==> src/rtl/led_fader.sv <==
// Six-channel LED fader: each LED ramps its PWM brightness toward full or off,
// following a synchronized pattern, one level per fade step.
module led_fader #(
    parameter int LVL_BITS = 4,
    parameter int FADE_DIV = 27000
) (
    input  logic       clk,
    input  logic       rst,
    input  logic [5:0] pattern,
    input  logic       enable,
    input  logic       snap,
    output logic [5:0] leds,
    output logic       busy
);

    localparam int                  NUM_LEDS  = 6;
    localparam logic [LVL_BITS-1:0] MAXL      = '1;
    localparam logic [15:0]         FADE_LAST = 16'(FADE_DIV - 1);

    logic [NUM_LEDS-1:0] pat_meta;
    logic [NUM_LEDS-1:0] pat_s;
    logic [15:0]         fade_cnt;
    logic                fade_tick;
    logic [LVL_BITS-1:0] pwm_cnt;
    logic [LVL_BITS-1:0] level      [NUM_LEDS];
    logic [LVL_BITS-1:0] target     [NUM_LEDS];
    logic [LVL_BITS-1:0] level_next [NUM_LEDS];
    logic [NUM_LEDS-1:0] lit;
    logic [NUM_LEDS-1:0] differs;

    assign fade_tick = (fade_cnt == FADE_LAST);

    // Targets are only ever full-scale or zero, so stepping toward them
    // saturates by construction and can never wrap.
    always_comb begin
        // NOTE: every combinational output gets a default before any branch,
        // so no path leaves a variable unassigned and no latch is inferred.
        for (int i = 0; i < NUM_LEDS; i++) begin
            target[i]     = pat_s[i] ? MAXL : '0;
            level_next[i] = level[i];
            if (snap) begin
                level_next[i] = target[i];
            end else if (fade_tick && enable) begin
                if (level[i] < target[i]) begin
                    level_next[i] = level[i] + 1'b1;
                end else if (level[i] > target[i]) begin
                    level_next[i] = level[i] - 1'b1;
                end
            end
            differs[i] = (level[i] != target[i]);
            lit[i]     = (level[i] == MAXL) || (pwm_cnt < level[i]);
        end
    end

    // NOTE: all state below uses non-blocking assignments so every flop samples
    // pre-edge values, matching hardware regardless of statement order.
    always_ff @(posedge clk or negedge rst) begin
        if (!rst) begin
            pat_meta <= '0;
            pat_s    <= '0;
        end else begin
            pat_meta <= pattern;
            pat_s    <= pat_meta;
        end
    end

    always_ff @(posedge clk or negedge rst) begin
        if (!rst) begin
            fade_cnt <= '0;
            pwm_cnt  <= '0;
        end else begin
            fade_cnt <= fade_tick ? 16'd0 : fade_cnt + 16'd1;
            pwm_cnt  <= pwm_cnt + 1'b1;
        end
    end

    // NOTE: the level array is reset explicitly; a reset mid-ramp must not
    // leave any brightness behind.
    always_ff @(posedge clk or negedge rst) begin
        if (!rst) begin
            for (int i = 0; i < NUM_LEDS; i++) begin
                level[i] <= '0;
            end
        end else begin
            for (int i = 0; i < NUM_LEDS; i++) begin
                level[i] <= level_next[i];
            end
        end
    end

    // Pins are active-low, so reset drives them high (all dark).
    always_ff @(posedge clk or negedge rst) begin
        if (!rst) begin
            leds <= '1;
            busy <= 1'b0;
        end else begin
            leds <= ~lit;
            busy <= |differs;
        end
    end

endmodule
==> config.mk <==
export PLATFORM = sky130hd
export DESIGN_NAME = led_fader
export DESIGN_NICKNAME = d
export VERILOG_FILES = /design/src/rtl/led_fader.sv
export SDC_FILE = /design/constraint.sdc
export NUM_CORES = 1
export LEC_CHECK = 0
export ABC_AREA = 1
export CORE_MARGIN = 3
export CORE_UTILIZATION = 56
export DETAILED_ROUTE_END_ITERATION = 6
export GPL_ROUTABILITY_DRIVEN = 1
export GPL_TIMING_DRIVEN = 0
export PLACE_DENSITY = 0.89
export SLEW_MARGIN = 20
export SYNTH_ARGS = -nofsm -noshare
export SYNTH_HDL_FRONTEND = slang
export SYNTH_SLANG_ARGS = --single-unit
export TNS_END_PERCENT = 1
==> constraint.sdc <==
create_clock -name clk -period 1.8 [get_ports clk]
set_input_delay 0.36 -clock clk [delete_from_list [all_inputs] [get_ports clk]]
set_output_delay 0.36 -clock clk [all_outputs]
set_load 0.05 [all_outputs]
After elaboration in Yosys (flattened, before gate mapping) --
Index checks and enable logic that the tools add are counted.
Word-level totals: input bits 10, bits in registers 63, output and inout bits 7, logic and storage cells 110
Cells by class: bitwise logic cells 1, reductions and logical operators 21, $add $sub $neg 14, eq/ne operators 13, mux-type cells 31, order comparisons 18
Operator list (number):
- $mux W4 | 30
- $lt A4 B4 Y1 | 12
- $add A4 B1 Y4 const B | 7
- $eq A4 B4 Y1 const B | 6
- $gt A4 B4 Y1 | 6
- $ne A4 B4 Y1 | 6
- $sub A4 B1 Y4 const B | 6
- $reduce_bool A3 Y1 | 6
- $add A16 B1 Y16 const B | 1
- $eq A16 B15 Y1 const B | 1
- $mux W16 | 1
- $reduce_and A2 Y1 | 6
- $logic_or A1 B1 Y1 | 6
- $not A6 Y6 | 1
- $reduce_or A6 Y1 | 1
- $reduce_bool A2 Y1 | 1
- $logic_and A1 B1 Y1 | 1

Logic depth before layout (Yosys ltp) --
Gate-level depths: netlist of the first run.
depth after elaboration 6, gate-level depth with buffers 17, mapped depth without buffers 17

Worst setup path before layout of the first run --
Ideal clock, no wire load.
path kind register to register, from register pat_s[1], to register level[19] (netlist name), library setup time 116 ps, clock period less this slack 2012 ps, buffers on the path 0, data arrival time 1895 ps, setup slack -212 ps, required time 1684 ps, stages on the path, launching flop included 16, cells stage by stage dfrtp_1 > inv_1 > ha_1 > nand2_1 > inv_1 > nand2_1 > nand2_1 > ha_1 > a21oi_1 > nand2_1 > nand2_1 > nand3_1 > nand3_1 > nand2_1 > nand2_1 > nand2_1
On the way: cells in the longest elaborated chain, start to end 5, elaborated cells on any way between the ends 8, classes of those cells 2 x order compare; 4 x mux; 2 x reduce/logical
Ends and longest elaborated chain:
- start, declared | RTL line 21 | logic [NUM_LEDS-1:0] pat_s;
- start signal, assigned | RTL line 63 | pat_s <= pat_meta;
- $mux W4 (*) | RTL line 39 | target[i] = pat_s[i] ? MAXL : '0;
- $lt A4 B4 Y1 | RTL line 44 | if (level[i] < target[i]) begin
- $mux W4 | RTL line 44
- $mux W4 | RTL line 43 | end else if (fade_tick && enable) begin
- $mux W4 | RTL line 41 | if (snap) begin
- end signal, assigned by index | RTL line 86 | level[i] <= level_next[i];
- end, declared | RTL line 25 | logic [LVL_BITS-1:0] level [NUM_LEDS];
Mark *: on every way between the ends. The rest lies on a longest branch, timed or not. The select of a mux whose other input is x is not followed. A chain may end at the register's enable or synchronous reset.

Worst setup path in the final report of the first run --
Same ends and word-level chain as after synthesis.

==> metrics.md, run 1 <==
| Metric | Value |
|---|---|
| Setup tns final | `-3.74 ns` |
| Number of remaining DRC errors | `0` |
| Critical Path RT | `a little over 2 ns` |
| Post-detailed-route via-to-cell ratio | `between 5 and 6` |
| FF+latch count, synth | `63` |
| CTS buffer count | `9` |
| Slowest-stage cell, CP | `dfrtp_1` |
| EDFF count, synth | `0` |
| CP max FO | `6` |
| IO Pins | `17` |
| WP data arrival | `2.44 ns` |
| Fin crit share | `122%` |
| CP most frequent cell | `nand2_1` |
| Largest net degree at the start of global routing | `53` |
| Layout area overhead | `28.7%` |
| Worst slew pin tran | `around 0.77 ns` |
| Leakage | `2.70 nW` |
| Overflow after GRT | `0` |
| Synth cell count leaders | `nand2_1, inv_1, dfrtp_1` |
| Crit. Startpoint | `pat_s[1]$_DFF_PN0_` |
| Worst R2R Start | `pat_s[1]$_DFF_PN0_` |
| Clk Tree Root Cell | `clkbuf_8` |
| Fin nets | `654` |
| Chip height | `94.3 um` |
| Final Hold Viols | `0` |
| Slew margin rel. | `48.8%` |
| Power Density | `1390 mW/mm2` |
| CTS tree | `done` |
| Final Critical Period | `2.20 ns` |
| Initial antenna violation count | `0` |
| Post-synth top area cell | `dfrtp_1` |
| Share of layout cells above drive strength 1 | `31.7%` |
| Worst-path cell chain | `inv_2 -> ha_1 -> nand2_2 -> inv_1 -> nand2_1 -> nand2_4 -> ha_4 -> nand3_2 -> nand2_1 -> nand2_1 -> nand2_1 -> nand2_1 -> nand3_1 -> nand2_1 -> nand2_1 -> nand2_1` |
| Detailed placement HPWL | `~7 mm` |
| Slowest cell delay on critical path | `0.40 ns` |
| Min-delay src | `pat_meta[1]$_DFF_PN0_` |
| Max-cap check violation count | `0` |
| Site row count | `31` |
| Number of global-route vias before repair | `3949` |
| Crit Path Class | `reg2reg` |
| First-pass detailed-route iteration total | `7` |
| Chip width | `94.3 um` |
| Min-delay worst type | `reg2reg` |
| Final Worst Setup Slack | `-0.399 ns` |
| Post-route antenna net violation count | `0` |
| CP endpoint kind | `flip-flop` |
| Seq/Total Area, Yosys | `36.3%` |
| Fill cell count | `484` |
| Startpoint Class | `flip-flop` |
| Ant. Diodes | `0` |
| Synth top area cells | `dfrtp_1, ha_1, nand2_1` |
| Core ar. | `around 0.0074 mm2` |
| Clk slew on worst S/H paths | `roughly 0.070 ns` |
| Setup violators final | `23` |
| Async SR Flop Fraction | `100%` |
| Synth top area share | `32.7%` |
| Skew final | `roughly 0.0066 ns` |
| Starting Density | `just under 60%` |
| Tot Pwr | `about 7.8 mW` |
| Status | `complete, but fails checks` |
| Clock Latency Late Sink | `0.35 ns` |
| Synthesized instance count | `530` |
| Post-Route WL | `10.7 mm` |
| Fmax | `~450 MHz` |
| CTS max path bufs | `2` |
| Slew Viols, Final | `0` |
| Most frequent cell after synthesis | `nand2_1` |
| Die Footprint | `0.00890 mm2` |
| CTS sink count | `63` |
| GRT Overall Usage | `24.2%` |
| Most used flip-flop cell after synthesis | `dfrtp_1` |
| Vias | `approximately 3900` |
| First-pass GRT wire length | `roughly 17 mm` |
| # port buffers | `16` |
| Worst IR Drop VDD | `0.643 mV` |
| Distinct cell type count after synthesis | `34` |
| Average size of a mapped cell | `8.24 um2` |
| DR WL/cell | `15.6 um` |
| DR iter-0 viols | `approximately 160` |
| Violated checks | `negative setup slack` |
| Syn_nets | `602` |
| Netlist Area Pre-Place | `roughly 0.0044 mm2` |
| H-tree levels | `3` |
| GP Congestion | `0.841` |
| Yosys warning count | `0` |
| Unrepaired setup endpoints after global routing | `true` |
-- area by class of cell --
type / instances / area, um2 / area share, %
inverter: 85 / 340 / 6.05
sequential: 63 / 1600 / 28.4
clock inverter: 7 / 97.6 / 1.74
timing repair buffer: 41 / 364 / 6.48
buffer: 4 / 16.3 / 0.289
clock buffer: 9 / 124 / 2.20
multi-input combinational: 378 / 2960 / 52.6
tap: 99 / 124 / 2.20
-- critical path, delay by kind of cell (launching register included) --
family,cells,cell delay [ns]
flops,1,0.40
fa+ha+maj,2,0.56
simple gates,12,0.97
buf+inv,2,0.16
-- layout by cell type, fill, tap and decap left out, drive strengths merged --
master and count:
a21boi 6, a21oi 48, and3 1, buf 26
bufinv 2, clkbuf 12, clkdlybuf4s15 1, clkdlybuf4s50 8
clkinv 11, clkinvlp 2, dfrtp 57, dfstp 6
dlygate4sd2 6, dlygate4sd3 1, fa 6, ha 56
inv 77, nand2 140, nand3 37, nand3b 2
nand4 3, nor2 25, nor3 7, nor3b 1
nor4 6, o211ai 6, o21ai 25, o22ai 2
xnor2 1, xor2 6
-- repair_timing --
item / 4_1_cts / 5_1_grt
buffers inserted: 16 / 7
endpoints found under the hold margin: 8 / 0
resized for setup: 40 / 35
setup endpoints to repair: 25 / 23
pin swaps: 13 / 25
hold buffers: 1 / 0
-- metal layers --
| metal | vias to the layer above | part of all wire, % | GRT usage, % |
|---|---|---|---|
| met1 | 1851 | 38 | 26.6 |
| met2 | 116 | 54 | 45.2 |
| met3 | 38 | 4.7 | 5.77 |
| met4 | 0 | 3.6 | 8.66 |
| li1 | 1850 | - | - |
| met5 | - | 0 | 0 |
-- cells by family after synthesis --
family | share of synthesized area, %
buffers and inverters | 8.16
adders and majority gates | 18.8
xor gates and xnor gates | 1.40
AOI/OAI and AO/OA | 12.3
DFF | 36.3
and+or+nand+nor | 23.1
-- metrics by stage --
stage / setup slack (ns) / hold WS, ns / instances / util, % / area [um2]
2_1_floorplan: -0.0678 / 0.0644 / 530 / - / 4670
3_3_place_gp: -1.64 / 0.332 / 645 / 66.8 / 4950
3_5_place_dp: -0.282 / 0.222 / 646 / 67.2 / 4980
4_1_cts: -0.231 / 0.354 / 679 / 73.1 / 5420
5_1_grt: -0.553 / 0.360 / 686 / 75.9 / 5620
6_report: -0.399 / 0.346 / 686 / 75.9 / 5620
-- where the power goes --
part	total (mW)	leakage, nW	switching (mW)	internal [mW]
clock network	1.38	0.105	0.600	0.781
logic	4.37	1.84	2.42	1.95
registers	2.05	0.755	0.344	1.71
total	7.80	2.70	3.36	4.43
-- worst paths after layout --
check                                        end  slack, ns  depth (start not counted)
min in group asynchronous  level[11]$_DFFE_PN0P_       0.39                          2
min                           pat_s[1]$_DFF_PN0_       0.35                          0
max                        level[19]$_DFFE_PN0P_      -0.40                         16
max in group asynchronous      leds[0]$_DFF_PN1_       0.84                          3
max reg2reg                level[19]$_DFFE_PN0P_      -0.40                         16
min reg2reg                   pat_s[1]$_DFF_PN0_       0.35                          0
-- state kept, by name (all words and copies together) (netlist names) --
name      cells
level        24
fade_cnt     16
leds          6
pat_meta      6
pat_s         6
pwm_cnt       4
busy          1
Note: power is estimated with default switching activity, not from simulation.
==> run 2: changes to the inputs <==
--- a/config.mk
+++ b/config.mk
@@ -7,11 +7,12 @@
 export LEC_CHECK = 0
 export ABC_AREA = 1
 export CORE_MARGIN = 3
-export CORE_UTILIZATION = 56
+export CORE_UTILIZATION = 57
+export CTS_BUF_LIST = sky130_fd_sc_hd__clkbuf_4
 export DETAILED_ROUTE_END_ITERATION = 6
 export GPL_ROUTABILITY_DRIVEN = 1
 export GPL_TIMING_DRIVEN = 0
-export PLACE_DENSITY = 0.89
+export PLACE_DENSITY = 0.9
 export SLEW_MARGIN = 20
 export SYNTH_ARGS = -nofsm -noshare
 export SYNTH_HDL_FRONTEND = slang
==> metrics.md, run 2 (synthesis results as in run 1) <==
| Metric | Value |
|---|---|
| Setup violators final | `19` |
| Largest Register | `level` |
| # port buffers | `16` |
| Post-route antenna net violation count | `0` |
| Violated checks | `negative setup slack` |
| Worst-path cell chain | `inv_2 -> ha_1 -> inv_1 -> nand2_2 -> nand2_2 -> nand2_2 -> nand2_4 -> ha_4 -> a21oi_4 -> nand2_2 -> nand2_2 -> nand3_1 -> nand3_2 -> nand2_1 -> nand2_1 -> nand2_1` |
| Detailed placement HPWL | `7.31 mm` |
| Tot Pwr | `7.58 mW` |
| Worst R2R Start | `level[0]$_DFFE_PN0P_` |
| Vias | `3904` |
| CP most frequent cell | `nand2_2` |
| Skew final | `0.0125 ns` |
| Fmax | `464 MHz` |
| Core ar. | `0.00733 mm2` |
| Crit Path Class | `reg2reg` |
| Slowest-stage cell, CP | `dfrtp_2` |
| Fin nets | `660` |
| Post-Route WL | `10.9 mm` |
| Largest net degree at the start of global routing | `55` |
| DR iter-0 viols | `between 200 and 250` |
| Fill cell count | `440` |
| Ant. Diodes | `0` |
| Unrepaired setup endpoints after global routing | `true` |
| GP Congestion | `0.877` |
| Clk slew on worst S/H paths | `0.11 ns` |
| Chip width | `approximately 94 um` |
| Slew Viols, Final | `0` |
| First-pass detailed-route iteration total | `5` |
| Final core utilization | `76.8%` |
| Worst slew pin tran | `0.746 ns` |
| Fin crit share | `120%` |
| Worst IR Drop VDD | `0.705 mV` |
| CP Buf/Inv Count | `2` |
| Min-delay worst type | `in2async` |
| Slowest cell delay on critical path | `~0.45 ns` |
| Max-cap check violation count | `0` |
| Post-detailed-route via-to-cell ratio | `roughly 5.6` |
| Final Hold Viols | `0` |
| First-pass GRT wire length | `17.7 mm` |
| Largest register FFs | `24` |
| Most common cell after layout, fill and taps aside | `nand2_1` |
| Layout area overhead | `28.8%` |
| Commonest cells after routing, fill and taps aside | `nand2_1, inv_1, dfrtp_1` |
| Place WS | `-0.312 ns` |
| CTS sink count | `63` |
| Final Worst Setup Slack | `-0.354 ns` |
| IO Pins | `17` |
| CTS tree | `done` |
| Crit-path leading delay family | `simple AND/OR/NAND/NOR gates` |
| GRT Overall Usage | `between 20 and 30%` |
| H-tree levels | `3` |
| Chip height | `93.5 um` |
| CTS max path bufs | `2` |
| Crit. Startpoint | `level[0]$_DFFE_PN0P_` |
| Site row count | `31` |
| Initial antenna violation count | `0` |
| Starting Density | `59.6%` |
| CP endpoint kind | `flip-flop` |
| Clk Tree Root Cell | `clkbuf_4` |
| Number of remaining DRC errors | `0` |
| DR WL/cell | `~16 um` |
| Top Registers | `level x24, fade_cnt x16` |
| CTS buffer count | `9` |
| Power Density | `roughly 1300 mW/mm2` |
| CP max FO | `5` |
| Clock Latency Late Sink | `0.41 ns` |
| Share of layout cells above drive strength 1 | `33.1%` |
| Final Critical Period | `about 2.2 ns` |
| Overflow after GRT | `0` |
| Startpoint Class | `flip-flop` |
| WP data arrival | `2.46 ns` |
| Number of global-route vias before repair | `a little over 4000` |
| Leakage | `2.69 nW` |
| Setup tns final | `-3.18 ns` |
| Die Footprint | `0.00875 mm2` |
| Critical Path RT | `2.10 ns` |
| Slew margin rel. | `50.3%` |
| Status | `complete, but fails checks` |
==> run 2: changes by cell type in the layout (fill, tap and decap cells not counted), moves of 3 or more <==
cell	before	now
a21oi_4	4	7
dlygate4sd2_1	6	1
clkdlybuf4s15_2	0	6
a21oi_2	14	11
clkbuf_8	9	0
clkbuf_4	0	11
buf_4	23	30
==> run 2: repair_timing <==
item,4_1_cts,5_1_grt
setup endpoints to repair,25,20
pin swaps,38,20
buffers inserted,24,5
gates resized for setup,65,23
hold endpoints to repair,9,0
hold buffers,1,0
==> run 2: metal layers <==
layer | wire length, um | part of all wire (%) | global-route usage, %
met4 | 335 | 3.1 | 10.3
met2 | 5920 | 54 | 47.8
met3 | 514 | 4.7 | 6.52
met1 | 4110 | 38 | 27.2
met5 | 0 | 0 | 0
==> run 2: layout make-up <==
type / count / area (um2) / area share [%]
inverters: 85 / 343 / 6.09
plain buffers: 4 / 16.3 / 0.289
multi-input cells: 378 / 3000 / 53.2
clock inverters: 5 / 48.8 / 0.867
clock buffers: 11 / 82.6 / 1.47
well taps: 99 / 124 / 2.20
flip-flops and latches: 63 / 1600 / 28.4
repair buffers: 47 / 419 / 7.45
==> run 2: final timing paths <==
kind                            slack (ns)  cells past startpoint                     to
worst max register to register       -0.35                     16   level[3]$_DFFE_PN0P_
min in group clk                      0.36                      0     pat_s[3]$_DFF_PN0_
worst max-delay path                 -0.35                     16   level[3]$_DFFE_PN0P_
max in group asynchronous             0.92                      3      leds[0]$_DFF_PN1_
worst min-delay path                  0.31                      2  level[11]$_DFFE_PN0P_
worst min register to register        0.36                      0     pat_s[3]$_DFF_PN0_
==> run 2: through the flow <==
stage / hold slack (ns) / cells / cell area (um2)
final: 0.309 / 692 / 5630
after global routing: 0.290 / 692 / 5630
after CTS: 0.294 / 687 / 5470
after detailed placement: 0.208 / 646 / 4980
after global placement: 0.332 / 645 / 4950
after floorplan: 0.0644 / 530 / 4670
==> run 2: report_power, final <==
part,internal [mW],switching [mW]
clock network,0.444,0.521
registers,1.71,0.333
logic,2.06,2.52
total,4.21,3.37
